<file path="src/rtl/crc16_tx_framer.sv">
`default_nettype none
// +----------------------------------------------------------------------------+
// | Module   : crc16_tx_framer                                                 |
// | Brief    : Forwards payload bytes and appends a byte-parallel CRC-16.      |
// | Revision : 1.0                                                            |
// +----------------------------------------------------------------------------+
module crc16_tx_framer #(
  parameter logic [15:0] POLY   = 16'h1021,
  parameter logic [15:0] INIT   = 16'hFFFF,
  parameter logic [15:0] XOROUT = 16'h0000
) (
  input  logic        clk,
  input  logic        rst_n,
  input  logic [7:0]  s_data,
  input  logic        s_valid,
  input  logic        s_last,
  output logic        s_ready,
  output logic [7:0]  m_data,
  output logic        m_valid,
  output logic        m_last,
  input  logic        m_ready,
  output logic [15:0] crc_out,
  output logic        crc_done
);

  localparam logic [1:0] ST_PAYLOAD = 2'd0;
  localparam logic [1:0] ST_CRC_HI  = 2'd1;
  localparam logic [1:0] ST_CRC_LO  = 2'd2;

  logic [1:0]  state_q, state_d;
  logic [15:0] crc_q, crc_d;
  logic [7:0]  m_data_q, m_data_d;
  logic        m_valid_q, m_valid_d;
  logic        m_last_q, m_last_d;
  logic [15:0] crc_out_q, crc_out_d;
  logic        crc_done_q, crc_done_d;
  logic        out_free;
  logic        s_ready_w;
  logic [15:0] crc_fin;

  // MSB-first shift of one byte through the CRC register, unrolled in one cycle.
  function automatic logic [15:0] crc_byte(input logic [15:0] c, input logic [7:0] d);
    logic [15:0] r;
    logic        fb;
    r = c;
    for (int i = 7; i >= 0; i--) begin
      fb = r[15] ^ d[i];
      r  = {r[14:0], 1'b0} ^ (fb ? POLY : 16'h0000);
    end
    return r;
  endfunction

  always_comb begin
    out_free   = !m_valid_q || m_ready;
    crc_fin    = crc_q ^ XOROUT;
    state_d    = state_q;
    crc_d      = crc_q;
    m_data_d   = m_data_q;
    m_last_d   = m_last_q;
    m_valid_d  = m_valid_q;
    crc_out_d  = crc_out_q;
    crc_done_d = 1'b0;
    s_ready_w  = 1'b0;

    // Beat consumed and nothing replaces it: drop valid; any load below overrides.
    if (m_valid_q && m_ready) begin
      m_valid_d = 1'b0;
    end

    case (state_q)
      ST_PAYLOAD: begin
        s_ready_w = out_free;
        if (s_valid && out_free) begin
          m_data_d  = s_data;
          m_last_d  = 1'b0;
          m_valid_d = 1'b1;
          crc_d     = crc_byte(crc_q, s_data);
          if (s_last) begin
            state_d = ST_CRC_HI;
          end
        end
      end
      ST_CRC_HI: begin
        if (out_free) begin
          m_data_d  = crc_fin[15:8];
          m_last_d  = 1'b0;
          m_valid_d = 1'b1;
          state_d   = ST_CRC_LO;
        end
      end
      ST_CRC_LO: begin
        if (out_free) begin
          m_data_d   = crc_fin[7:0];
          m_last_d   = 1'b1;
          m_valid_d  = 1'b1;
          crc_out_d  = crc_fin;
          crc_done_d = 1'b1;
          crc_d      = INIT;
          state_d    = ST_PAYLOAD;
        end
      end
      default: begin
        state_d = ST_PAYLOAD;
      end
    endcase
  end

  always_ff @(posedge clk or negedge rst_n) begin
    if (!rst_n) begin
      state_q    <= ST_PAYLOAD;
      crc_q      <= INIT;
      m_data_q   <= 8'h00;
      m_valid_q  <= 1'b0;
      m_last_q   <= 1'b0;
      crc_out_q  <= 16'h0000;
      crc_done_q <= 1'b0;
    end else begin
      state_q    <= state_d;
      crc_q      <= crc_d;
      m_data_q   <= m_data_d;
      m_valid_q  <= m_valid_d;
      m_last_q   <= m_last_d;
      crc_out_q  <= crc_out_d;
      crc_done_q <= crc_done_d;
    end
  end

  // Held low during reset even though the output register is empty.
  assign s_ready  = s_ready_w & rst_n;
  assign m_data   = m_data_q;
  assign m_valid  = m_valid_q;
  assign m_last   = m_last_q;
  assign crc_out  = crc_out_q;
  assign crc_done = crc_done_q;

endmodule
`default_nettype wire

</file>
<file path="config.mk">
export PLATFORM = sky130hd
export DESIGN_NAME = crc16_tx_framer
export DESIGN_NICKNAME = d
export VERILOG_FILES = /design/src/rtl/crc16_tx_framer.sv
export SDC_FILE = /design/constraint.sdc
export NUM_CORES = 1
export LEC_CHECK = 0
export BUFFER_PORTS_ARGS = -buffer_cell sky130_fd_sc_hd__buf_4
export CAP_MARGIN = 20
export CELL_PAD_IN_SITES_DETAIL_PLACEMENT = 2
export CELL_PAD_IN_SITES_GLOBAL_PLACEMENT = 2
export CORE_MARGIN = 2
export CORE_UTILIZATION = 34
export CTS_CLUSTER_SIZE = 10
export DETAILED_ROUTE_END_ITERATION = 10
export GPL_TIMING_DRIVEN = 0
export PLACE_DENSITY = 0.71
export SLEW_MARGIN = 10
export SYNTH_ARGS = -nofsm -noshare
export SYNTH_HDL_FRONTEND = slang
export SYNTH_SLANG_ARGS = --single-unit
</file>
<file path="constraint.sdc">
create_clock -name clk -period 2 [get_ports clk]
set_input_delay 0.4 -clock clk [delete_from_list [all_inputs] [get_ports clk]]
set_output_delay 0.4 -clock clk [all_outputs]
set_load 0.01 [all_outputs]
</file>
* Word-level counts from Yosys, hierarchy flattened
Index checks and enable logic that the tools add are counted. Widths: inputs -> output; s select.
Word-level totals: flip-flop bits (word level) 45, bits in latches 0, RAM bits 0, bits in read-only memories 0, input bits 13, memories 0
Cells by class: add/subtract/negate cells 0, multipliers 0, divide/modulo/power cells 0, order comparisons 0, eq/ne operators 6, shifts and indexed selects 0, multiplexer cells 31, bitwise operators 17, reduce and logical (&&, ||, !) cells 12
Operators by type and width (number):
- $xor 16x13->16 | 8
- $mux 13 | 8
- $mux 16 | 2
- $pmux 16 s2 | 1
- $mux 8 | 3
- $pmux 8 s3 | 1
- $mux 1 | 9
- $mux 2 | 4
- $ne 2x2->1 const B | 4
- $reduce_and 4->1 | 2
- $xor 1x1->1 | 8
- $pmux 2 s3 | 1
- $pmux 1 s3 | 1
- $reduce_and 3->1 | 1
- $reduce_bool 3->1 | 1
- $eq 2x1->1 const B | 1
- $eq 2x2->1 const B | 1
- $logic_and 1x1->1 | 2
- $logic_not 2->1 | 1
- $pmux 1 s2 | 1
- $reduce_and 2->1 | 1
- $reduce_bool 2->1 | 1
- $reduce_or 2->1 | 1
- $and 1x1->1 | 1
- other kinds (2) | 2

* Logic depth before layout (Yosys ltp)
depth in word-level cells 26, depth in mapped cells 7, gate-level depth less buffers 5

* Least setup slack after synthesis
No wires, ideal clock.
path type reg-to-reg, start register state_q[1], end register m_data_q[0], in the netlist m_data[0], library setup time 0.125 ns, arrival time 1.970 ns, slack -0.094 ns, stages on the path, launching flop included 7, path buffers 1, period minus slack after synthesis 2.094 ns, cell sequence dfrtp_1 -> inv_1 -> ha_1 -> buf_6 -> or3_4 -> a211oi_4 -> mux2_2
Between the ends: cells in the longest elaborated chain, start to end 3, elaborated cells on any way between the ends 9
RTL lines:
- from (decl) | line 30 | logic [1:0] state_q, state_d;
- from (signal assigned) | line 118 | state_q <= state_d;
- $eq 2x1->1, or another cell as far along | line 70 | case (state_q)
- $ne 2x2->1 (no source line) / $reduce_bool 3->1 (equally long branches)
- $reduce_and 4->1 (no source line)
- to (signal assigned) | line 120 | m_data_q <= m_data_d;
- to (decl) | line 32 | logic [7:0] m_data_q, m_data_d;
Parallel ways exist; a longest one is shown, timed or not. A chain may end at the register's enable or synchronous reset.

* Final worst setup path
start register state_q[1], end register m_data_q[2], in the netlist m_data[2]
The elaborated chain is that of the path after synthesis.

==> run summary <==
The run finished, with violations left. The final reports fail on setup timing. The critical path data required time came out at approximately 2200 ps. The global route total overflow came out at 0.

TritonCTS built the clock tree. The pin count of the biggest net entering global routing came out at between 40 and 50. The number of enable flip-flop cells after synthesis came out at 0. Dividing the detail-routed wire length by the instance count gives roughly 21 um. The final routed wirelength across all metal layers came out at about 7100 um.

The first routing iteration left 78 violations. The floorplan die height is about 90 um. The die is around 90 um wide. The max-slew violation count is 0. The reg-to-reg startpoint is state_q[1]$_DFFE_PN0P_. For the worst flop-to-flop path, the logic depth is 6. The number of fill cells is just under 700. The cell count after placement came out at ~320.

The count of inserted antenna diode cells came out at 0. The maximum vdd drop is ~740 uV. The final setup violation count came out at 5.

The routability congestion estimate from global placement is approximately 0.75. The max-capacitance violation count is 0. In this run the remaining antenna-violating nets after routing total 0. For this run, the total global-route usage over all layers was measured as 0.190. The dominant synthesized flop cell is dfrtp_1. The capturing point of the worst reg2reg path is m_data[2]$_DFFE_PN0P_. At the worst endpoint, the arrival time is around 2200 ps.

Setup slack on the worst reg-to-reg path comes out at -40 ps. The detailed-route vias per instance came out at about 5.1. The setup clock skew after layout came out at around 7.8 ps.

A synthesized cell averages 13.3 um^2. The area added between synthesis and finish came out at 32.9%. The post-synth design cell area came out at about 0.0024 mm^2. The worst hold path belongs to the class in2async. The minimum setup slack in the final design came out at -38.1 ps. The floorplan has 30 rows. In this run, post-CTS hold repair placed 0 buffers.

The initial cell density of the core came out at 0.351. The share of async-settable or async-resettable flops after synthesis came out at 1.00. Counting along the longest clock path gives a buffer depth of 2. The total of flip-flops plus latches after synthesis is 45. The post-route clock period utilization came out at 1.02. The actual slew at the worst max-slew pin came out at slightly below 900 ps.

The worst setup path is launched from a flip-flop. Detailed routing inserted a total of about 1.7k vias. The proportion of layout cells with a drive suffix above 1 came out at 0.525. The source-to-sink clock delay at the later pin of the worst-skew pair is around 310 ps. The area of the placeable core is between 0.006 and 0.007 mm^2.

Derived from the worst setup path, the maximum achievable clock frequency is 491 MHz. The clock transition at the registers of the reported paths came out at about 90 ps. Before antenna repair, the detailed router went through 4 iterations. In the final timing run, aggregate negative setup slack is -100 ps. The utilization after layout came out at 0.466. The I/O pin count is 41. The critical path is of the reg2reg type. The static power due to leakage came out at between 1 and 1.5 nW. The number of clock sinks came out at 45. The tree is rooted in a clkbuf_8. The wire length of the first global-routing pass is roughly 11000 um. Excluding fillers, the count of instances in the completed layout stands at 340. The most critical setup path has its startpoint at state_q[1]$_DFFE_PN0P_.

The largest fanout on the critical path is 5. The half-perimeter wire length of the detailed placement result is between 4000 and 5000 um. The total number of H-tree levels came out at 2. Following the worst setup path forward leads to its endpoint at m_data[2]$_DFFE_PN0P_. The number of nets at the end of the flow is between 200 and 300. The worst pin sits at a relative slew slack of 0.411. The total die area came out at 0.00769 mm^2. Setup repair after global routing could not meet its margin everywhere.

The count of buffers added on input and output ports is 40. The number of warnings issued by yosys came out at 0. The post-route DRC violation count came out at 0.

The number of nets handed over by synthesis was 199. The instance count of the mapped netlist is ~180. The via count of the first global-routing pass is approximately 1.9k. The endpoint type of the worst setup path is a flip-flop.

The worst path in the final design needs a cycle of about 2000 ps, including I/O delays and setup. The distinct cell type count of the synthesized netlist is 32. The share of the Yosys chip area taken by registers is 0.481.

The final hold violation count is 0. The number of clock buffers inserted by TritonCTS came out at 5. The initial antenna violation count is 0. The total power density per cell area came out at 2150 mW/mm^2.
how the worst min path moves through the flow:
stage                      from                endpoint  slack [ps]  cells past startpoint
after floorplan           rst_n      crc_done$_DFF_PN0_         100                      0
after global placement    rst_n  crc_out[9]$_DFFE_PN0P_         450                      1
after detailed placement  rst_n  crc_out[9]$_DFFE_PN0P_         460                      1
after CTS                 rst_n  crc_out[2]$_DFFE_PN0P_         120                      1
after global routing      rst_n  crc_out[9]$_DFFE_PN0P_         120                      1
final                     rst_n  crc_out[9]$_DFFE_PN0P_         100                      1
metrics by stage:
step	hold WS [ps]	setup WS, ps	area [um^2]	power (mW)
floorplan	104	-44.3	2390	4.24
global placement	455	-501	2810	5.26
detailed placement	455	-605	2810	5.39
CTS	124	-32.0	3110	6.54
global route	122	-56.9	3170	7.21
finish	96.7	-38.1	3170	6.80
layer usage:
| layer | share of wire | track usage | vias to the layer above |
|---|---|---|---|
| met2 | 0.51 | 0.321 | 26 |
| met4 | 0.011 | 0.0545 | 0 |
| met5 | 0 | 0 | - |
| met3 | 0.028 | 0.0386 | 7 |
| met1 | 0.45 | 0.249 | 914 |
| li1 | - | - | 776 |
area by class of cell:
type,instances,area (um^2),share of cell area
timing repair buffer,59,465,0.147
inverter,7,28.8,0.00909
buffer,5,45.0,0.0142
tap,96,120,0.0379
sequential,45,1150,0.362
clock buffer,7,76.3,0.0241
clock inverter,1,7.51,0.00237
multi-input combinational,120,1270,0.403
what timing repair did:
action / 4_1_cts / 5_1_grt
pin swaps: 6 / 5
gates cloned: 1 / 1
buffers inserted: 14 / 5
resized for setup: 24 / 18
endpoints found under the setup margin: 35 / 27
sequential cells by signal, summed over array words and instances, names as in the netlist:
name	count
crc_out	16
crc_fin	16
state_q	2
m_valid	1
m_last	1
m_data	8
crc_done	1
Yosys cell counts (3+ instances only):
library cell	n	area [um^2]
a22oi_1	8	60.1
nor2_1	11	41.3
xor2_1	3	26.3
a2bb2oi_1	14	123
clkbuf_1	3	11.3
ha_1	7	87.6
a21oi_1	9	45.0
buf_2	3	15.0
xnor2_1	13	114
mux2_2	26	293
dfstp_2	16	420
inv_1	7	26.3
dfrtp_1	29	726
xnor3_1	7	158
logic make-up after synthesis:
logic type / synth area share
AOI/OAI and AO/OA: 0.146
xor gates and xnor gates: 0.145
adders and majority gates: 0.0368
buffers and inverters: 0.0268
DFF: 0.481
muxes: 0.123
and+or+nand+nor: 0.0415
critical path: stages, from the launching register on:
cell      delay (ps)
dfrtp_1          420
buf_6            150
ha_4             160
or3_4            410
a211oi_4         290
buf_6            180
mux2_2           330
layout by cell type (no fill, tap or decap), types with 3 or more instances in the layout:
cell type	n
a2bb2oi_1	11
xor2_1	3
a22oi_1	8
dfstp_2	16
ha_4	3
mux2_2	19
a2bb2oi_2	3
a21oi_1	9
xnor3_1	7
clkbuf_8	5
inv_1	5
buf_6	8
nor2_1	10
xnor2_1	13
mux2_4	7
ha_1	4
dfrtp_1	28
buf_4	55
report_power, final:
part	internal, mW	leakage (nW)	switching, mW	total [mW]
Clock	0.248	0.0385	0.337	0.585
Combinational	2.40	0.872	1.91	4.31
Sequential	1.50	0.500	0.397	1.90
Total	4.15	1.41	2.64	6.80
Power figures use the tool's default switching activity.
